`src/rtl/cpu_muldiv.sv`:
```
// Iterative RV32M multiply/divide beside the ALU: shift-add multiply, restoring divide.
// Latency: done pulses 34 cycles after the start cycle, or 2 cycles for early-out divide corner cases.
// Backpressure: busy_o stays high while an op is in flight; start_i is ignored until IDLE.
`timescale 1ns/1ps
module cpu_muldiv #(
  parameter bit EARLY_OUT = 1'b1
) (
  input  logic        clk_i,
  input  logic        rst_i,
  input  logic        start_i,
  input  logic [2:0]  op_i,
  input  logic [31:0] src_a_i,
  input  logic [31:0] src_b_i,
  input  logic        flush_i,
  output logic        busy_o,
  output logic        done_o,
  output logic [31:0] result_o
);

  typedef enum logic [1:0] {S_IDLE, S_RUN, S_FIN} state_e;

  state_e      state_q, state_d;
  logic [2:0]  op_q, op_d;
  logic [31:0] a_q, a_d;        // |src_a|
  logic [31:0] b_q, b_d;        // |src_b|
  logic [63:0] acc_q, acc_d;    // mul: {hi, lo} product; div: {remainder, quotient}
  logic        sa_q, sa_d;
  logic        sb_q, sb_d;
  logic        div0_q, div0_d;
  logic        ovf_q, ovf_d;
  logic [5:0]  cnt_q, cnt_d;
  logic        done_q, done_d;
  logic [31:0] result_q, result_d;

  // Operand decode at issue time
  logic        sgn_a_in, sgn_b_in, sa_in, sb_in, div0_in, ovf_in;
  logic [31:0] a_mag_in, b_mag_in;

  // One iteration of each algorithm
  logic [32:0] mul_sum;
  logic [63:0] mul_next;
  logic [32:0] div_sh;
  logic        div_ge;
  logic [31:0] div_sub;
  logic [63:0] div_next;

  // Sign fix-up and result selection
  logic [63:0] prod_s;
  logic [31:0] q_s, r_s, a_s, fin_res;

  // Operand signedness, magnitudes and divide corner cases for the op being issued
  always_comb begin
    sgn_a_in = (op_i == 3'b001) || (op_i == 3'b010) || (op_i == 3'b100) || (op_i == 3'b110);
    sgn_b_in = (op_i == 3'b001) || (op_i == 3'b100) || (op_i == 3'b110);
    sa_in    = sgn_a_in & src_a_i[31];
    sb_in    = sgn_b_in & src_b_i[31];
    a_mag_in = sa_in ? (32'd0 - src_a_i) : src_a_i;
    b_mag_in = sb_in ? (32'd0 - src_b_i) : src_b_i;
    div0_in  = op_i[2] && (src_b_i == 32'd0);
    ovf_in   = op_i[2] && !op_i[0] && (src_a_i == 32'h8000_0000) && (src_b_i == 32'hFFFF_FFFF);
  end

  // Shift-add multiply step and restoring divide step on the shared accumulator
  always_comb begin
    mul_sum  = {1'b0, acc_q[63:32]} + {1'b0, (acc_q[0] ? a_q : 32'd0)};
    mul_next = {mul_sum, acc_q[31:1]};
    div_sh   = {acc_q[63:32], acc_q[31]};
    div_ge   = (div_sh >= {1'b0, b_q});
    // When div_ge holds the true difference is below the divisor, so 32 bits suffice
    div_sub  = div_sh[31:0] - b_q;
    div_next = div_ge ? {div_sub, acc_q[30:0], 1'b1}
                      : {div_sh[31:0], acc_q[30:0], 1'b0};
  end

  // Apply result signs and pick the architectural result; corner cases override
  always_comb begin
    prod_s = (sa_q ^ sb_q) ? (64'd0 - acc_q) : acc_q;
    q_s    = (sa_q ^ sb_q) ? (32'd0 - acc_q[31:0]) : acc_q[31:0];
    r_s    = sa_q ? (32'd0 - acc_q[63:32]) : acc_q[63:32];
    a_s    = sa_q ? (32'd0 - a_q) : a_q;
    case (op_q)
      3'b000:                 fin_res = prod_s[31:0];
      3'b001, 3'b010, 3'b011: fin_res = prod_s[63:32];
      3'b100, 3'b101:         fin_res = div0_q ? 32'hFFFF_FFFF : (ovf_q ? 32'h8000_0000 : q_s);
      default:                fin_res = div0_q ? a_s : (ovf_q ? 32'd0 : r_s);
    endcase
  end

  // Next-state and datapath updates; flush overrides everything
  always_comb begin
    state_d  = state_q;
    op_d     = op_q;
    a_d      = a_q;
    b_d      = b_q;
    acc_d    = acc_q;
    sa_d     = sa_q;
    sb_d     = sb_q;
    div0_d   = div0_q;
    ovf_d    = ovf_q;
    cnt_d    = cnt_q;
    done_d   = 1'b0;
    result_d = result_q;
    if (flush_i) begin
      state_d = S_IDLE;
    end else begin
      case (state_q)
        S_IDLE: begin
          if (start_i) begin
            op_d   = op_i;
            a_d    = a_mag_in;
            b_d    = b_mag_in;
            sa_d   = sa_in;
            sb_d   = sb_in;
            div0_d = div0_in;
            ovf_d  = ovf_in;
            acc_d  = {32'd0, (op_i[2] ? a_mag_in : b_mag_in)};
            cnt_d  = 6'd0;
            state_d = (EARLY_OUT && (div0_in || ovf_in)) ? S_FIN : S_RUN;
          end
        end
        S_RUN: begin
          acc_d = op_q[2] ? div_next : mul_next;
          cnt_d = cnt_q + 6'd1;
          if (cnt_q == 6'd31) state_d = S_FIN;
        end
        S_FIN: begin
          result_d = fin_res;
          done_d   = 1'b1;
          state_d  = S_IDLE;
        end
        default: state_d = S_IDLE;
      endcase
    end
  end

  // FSM state register
  always_ff @(posedge clk_i or posedge rst_i) begin
    if (rst_i) state_q <= S_IDLE;
    else       state_q <= state_d;
  end

  // Datapath and output registers
  always_ff @(posedge clk_i or posedge rst_i) begin
    if (rst_i) begin
      op_q     <= 3'd0;
      a_q      <= 32'd0;
      b_q      <= 32'd0;
      acc_q    <= 64'd0;
      sa_q     <= 1'b0;
      sb_q     <= 1'b0;
      div0_q   <= 1'b0;
      ovf_q    <= 1'b0;
      cnt_q    <= 6'd0;
      done_q   <= 1'b0;
      result_q <= 32'd0;
    end else begin
      op_q     <= op_d;
      a_q      <= a_d;
      b_q      <= b_d;
      acc_q    <= acc_d;
      sa_q     <= sa_d;
      sb_q     <= sb_d;
      div0_q   <= div0_d;
      ovf_q    <= ovf_d;
      cnt_q    <= cnt_d;
      done_q   <= done_d;
      result_q <= result_d;
    end
  end

  assign busy_o   = (state_q != S_IDLE);
  assign done_o   = done_q;
  assign result_o = result_q;

endmodule
```
`config.mk`:
```
export PLATFORM = sky130hd
export DESIGN_NAME = cpu_muldiv
export DESIGN_NICKNAME = d
export VERILOG_FILES = /design/src/rtl/cpu_muldiv.sv
export SDC_FILE = /design/constraint.sdc
export NUM_CORES = 1
export LEC_CHECK = 0
export ABC_CLOCK_PERIOD_IN_PS = 6800
export BUFFER_PORTS_ARGS = -buffer_cell sky130_fd_sc_hd__buf_2
export CORE_ASPECT_RATIO = 1.75
export CORE_MARGIN = 2
export CORE_UTILIZATION = 45
export DETAILED_ROUTE_END_ITERATION = 10
export SLEW_MARGIN = 20
export SYNTH_ARGS = -nofsm -noshare
export SYNTH_HDL_FRONTEND = slang
export SYNTH_SLANG_ARGS = --single-unit
export TNS_END_PERCENT = 1
```
`constraint.sdc`:
```
create_clock -name clk_i -period 6.8 [get_ports clk_i]
set_input_delay 1.02 -clock clk_i [delete_from_list [all_inputs] [get_ports clk_i]]
set_output_delay 1.02 -clock clk_i [all_outputs]
set_load 0.1 [all_outputs]
```
==> summary.md <==
| Metric | Value |
|---|---|
| Synth area leader | `dfrtp_1` |
| Area growth, synth to finish | `8.895%` |
| Final HPWL DP | `52030 um` |
| Vias in the first global route | `16.25k` |
| Clock latency at the later pin of the worst-skew pair | `0.47 ns` |
| Final Max Tran Viols | `0` |
| PortBufs | `104` |
| DRC viols | `0` |
| FF/Latch Area | `4407 sq um` |
| Status | `finished clean` |
| Top area cells in the synthesized netlist | `dfrtp_1, xnor2_1, o21ai_0` |
| Total iterations of the first detailed-routing run | `7` |
| Post-Route WL | `65790 um` |
| Crit. End Element | `flop` |
| Post-synth EDFFs | `0` |
| Area of the multi-input gates | `11220 sq um` |
| Average cell area after synthesis | `7.708 sq um` |
| Final-layout fill cell count | `3694` |
| Htree depth | `4` |
| Syn Std Cell Area | `16390 sq um` |
| Clk_skew | `0.01527 ns` |
| Synthesized Nets | `2270` |
| CTS Buf Count | `17` |
| Finish-stage setup viols | `0` |
| Ratio of final minimum period to clock period | `57.82%` |
| Fin nets | `2279` |
| Power Density | `577.9 nW/um^2` |
| Initial antenna violation count | `0` |
| Clock Sinks | `176` |
| Worst-Margin Slew | `1.111 ns` |
| Die width | `148.3 um` |
| Register area share after synthesis | `26.88%` |
| Number of max-cap violations | `0` |
| Post-Synthesis Cells | `2126` |
| Die area | `38020 sq um` |
| Clk root buf | `clkbuf_16` |
| Post-DRT Antenna Nets | `0` |
| Clock buffer depth | `2` |
| Core area | `35910 sq um` |
| Synthesized flop and latch total | `176` |
| RSZ-0062 raised after global routing | `false` |
| Grt ovf | `0` |
| Tot Pwr | `10310 uW` |
| Final WS setup | `2.868 ns` |
| CP required | `7.15 ns` |
| DR iter-0 viols | `1468` |
| Gr usage total | `34.36%` |
| FP Rows | `92` |
| Peak supply drop | `0.0002875 V` |
| Post-Place Worst Slack | `2.716 ns` |
| Highest clock rate | `254.3 MHz` |
| Synth top area share | `26.88%` |
| CTS tree | `yes` |
| Largest net degree at the start of global routing | `113` |
| Startpoint Class | `flop` |
| Chip height | `256.4 um` |
| GPL Wtd Cong | `0.9917` |
| Post-synth ARST share | `100.0%` |
| Initial core utilization | `45.63%` |
| Setup CP Type | `flop to flop` |
| Vias/cell | `6.288` |
| Commonest cells after routing, fill and taps aside | `nand2_1, o21ai_0, nor2_1` |
| Setup TNS | `0 ns` |
| Crit-path max FO | `36` |
| I/O pin count | `105` |
| Post-CTS Hold Buffers | `0` |
| Number of gates resized after cts | `0` |
| Ant. Diodes | `0` |
| WP data arrival | `4.28 ns` |
| Hold Path Class | `flop to flop` |
| Slew HR | `25.63%` |
| Most common cell after layout, fill and taps aside | `nand2_1` |
| Top FF cell, synth | `dfrtp_1` |
| Fin crit period | `3.932 ns` |
| First-pass GRT wire length | `97810 um` |
| Leakage | `0.007680 uW` |
| Share of cells above drive strength 1 | `9.963%` |
| Setup bufs post-CTS | `0` |
| Vias | `16.46k` |
| Ys Warns | `0` |
| DR WL/cell | `25.13 um` |
| Worst-path clk slew | `0.07 ns` |
| Final Hold Fails | `0` |
| Distinct cells, synth | `75` |
kinds of logic after synthesis:
group | after synthesis | synth area share [%]
flops | 176 | 26.88
mux | 66 | 4.047
compound gates | 665 | 25.65
xor+xnor | 224 | 11.97
buf+inv | 219 | 5.032
fa+ha+maj | 73 | 5.665
simple gates | 703 | 20.75
per-stage QoR:
stage	instance area [sq um]	utilization, %	std cells	hold slack [ns]
after detailed placement	17250	48.04	2586	0.4661
after CTS	17840	49.69	2618	0.4832
final	17840	49.69	2618	0.4841
after global routing	17840	49.69	2618	0.5136
after global placement	17250	48.04	2586	0.4642
after floorplan	16390	-	2126	0.4498
cell usage after synthesis, types with 4 or more instances:
cell type  count
o221ai_1       9
ha_1          71
a221o_1        6
o41ai_1       17
o211ai_1       9
a41oi_1        4
o21bai_1       9
nor2b_1       13
nand2_1      235
dfrtp_1      176
a21o_1        26
nand4b_1       4
mux2i_1       64
a22oi_1       17
o21ai_0      201
nand4_1       30
o21a_1        11
or2_2         11
nor2_1       181
and2_1        40
or3_1         15
inv_1         74
o31ai_1       35
o22ai_1       10
nor4_1        17
a31oi_1       22
a221oi_1      45
a211oi_1      23
or4_4          4
and3_1        14
buf_1         11
a21oi_1      165
xor2_1        97
nand2b_1      20
o21ai_1       20
nor3_1        53
nand3b_1       4
nand3_1       34
a32oi_1        4
clkbuf_1     132
xnor2_1      127
or4_1         11
power breakdown:
group / internal, uW / switching (uW)
registers: 1490 / 856
clock network: 524 / 505
logic: 2310 / 4630
total: 4330 / 5990
layout make-up:
cell class / instances / share of cell area, %
clock buffer: 17 / 2.384
tap: 470 / 3.295
inverter: 74 / 1.585
multi-input combinational: 1731 / 62.88
timing repair buffer: 135 / 4.221
clock inverter: 15 / 0.9396
sequential: 176 / 24.70
sequential cells by signal (all words and copies together), names as in the netlist:
register	cells
acc_q	64
a_q	32
b_q	32
result_o	32
cnt_q	6
op_q	3
state_q	2
div0_q	1
done_o	1
ovf_q	1
sa_q	1
sb_q	1
worst paths after layout:
kind,from,end,slack (ns),cells past startpoint
max,acc_q[0],acc_q[57],2.87,14
min,b_q[1],b_q[1],0.48,2
max reg2reg,acc_q[0],acc_q[57],2.87,14
min reg2reg,b_q[1],b_q[1],0.48,2
max in group asynchronous,rst_i,op_q[2],4.74,3
min in group asynchronous,rst_i,result_o[24],0.60,2
layer usage:
| metal | vias to the layer above | wire (um) | track usage (%) |
|---|---|---|---|
| li1 | 7673 | - | - |
| met1 | 7820 | 23760 | 37.56 |
| met2 | 729 | 32330 | 58.64 |
| met3 | 241 | 3258 | 4.448 |
| met4 | 0 | 6438 | 28.20 |
| met5 | - | 0 | 0 |
worst max-delay path, stage by stage, from the launching register on:
cell and delay [ns]:
dfrtp_1 0.93, inv_1 0.17, nor2_1 0.13, ha_1 0.19
inv_1 0.06, fa_1 0.37, nor2b_1 0.22, o2111ai_1 0.17
and3_1 0.22, o31ai_1 0.37, o21ai_0 0.20, o221ai_1 0.21
a21oi_1 0.11, xnor2_1 0.14, a221o_1 0.33
No activity file was read; power rests on OpenSTA's default activity.
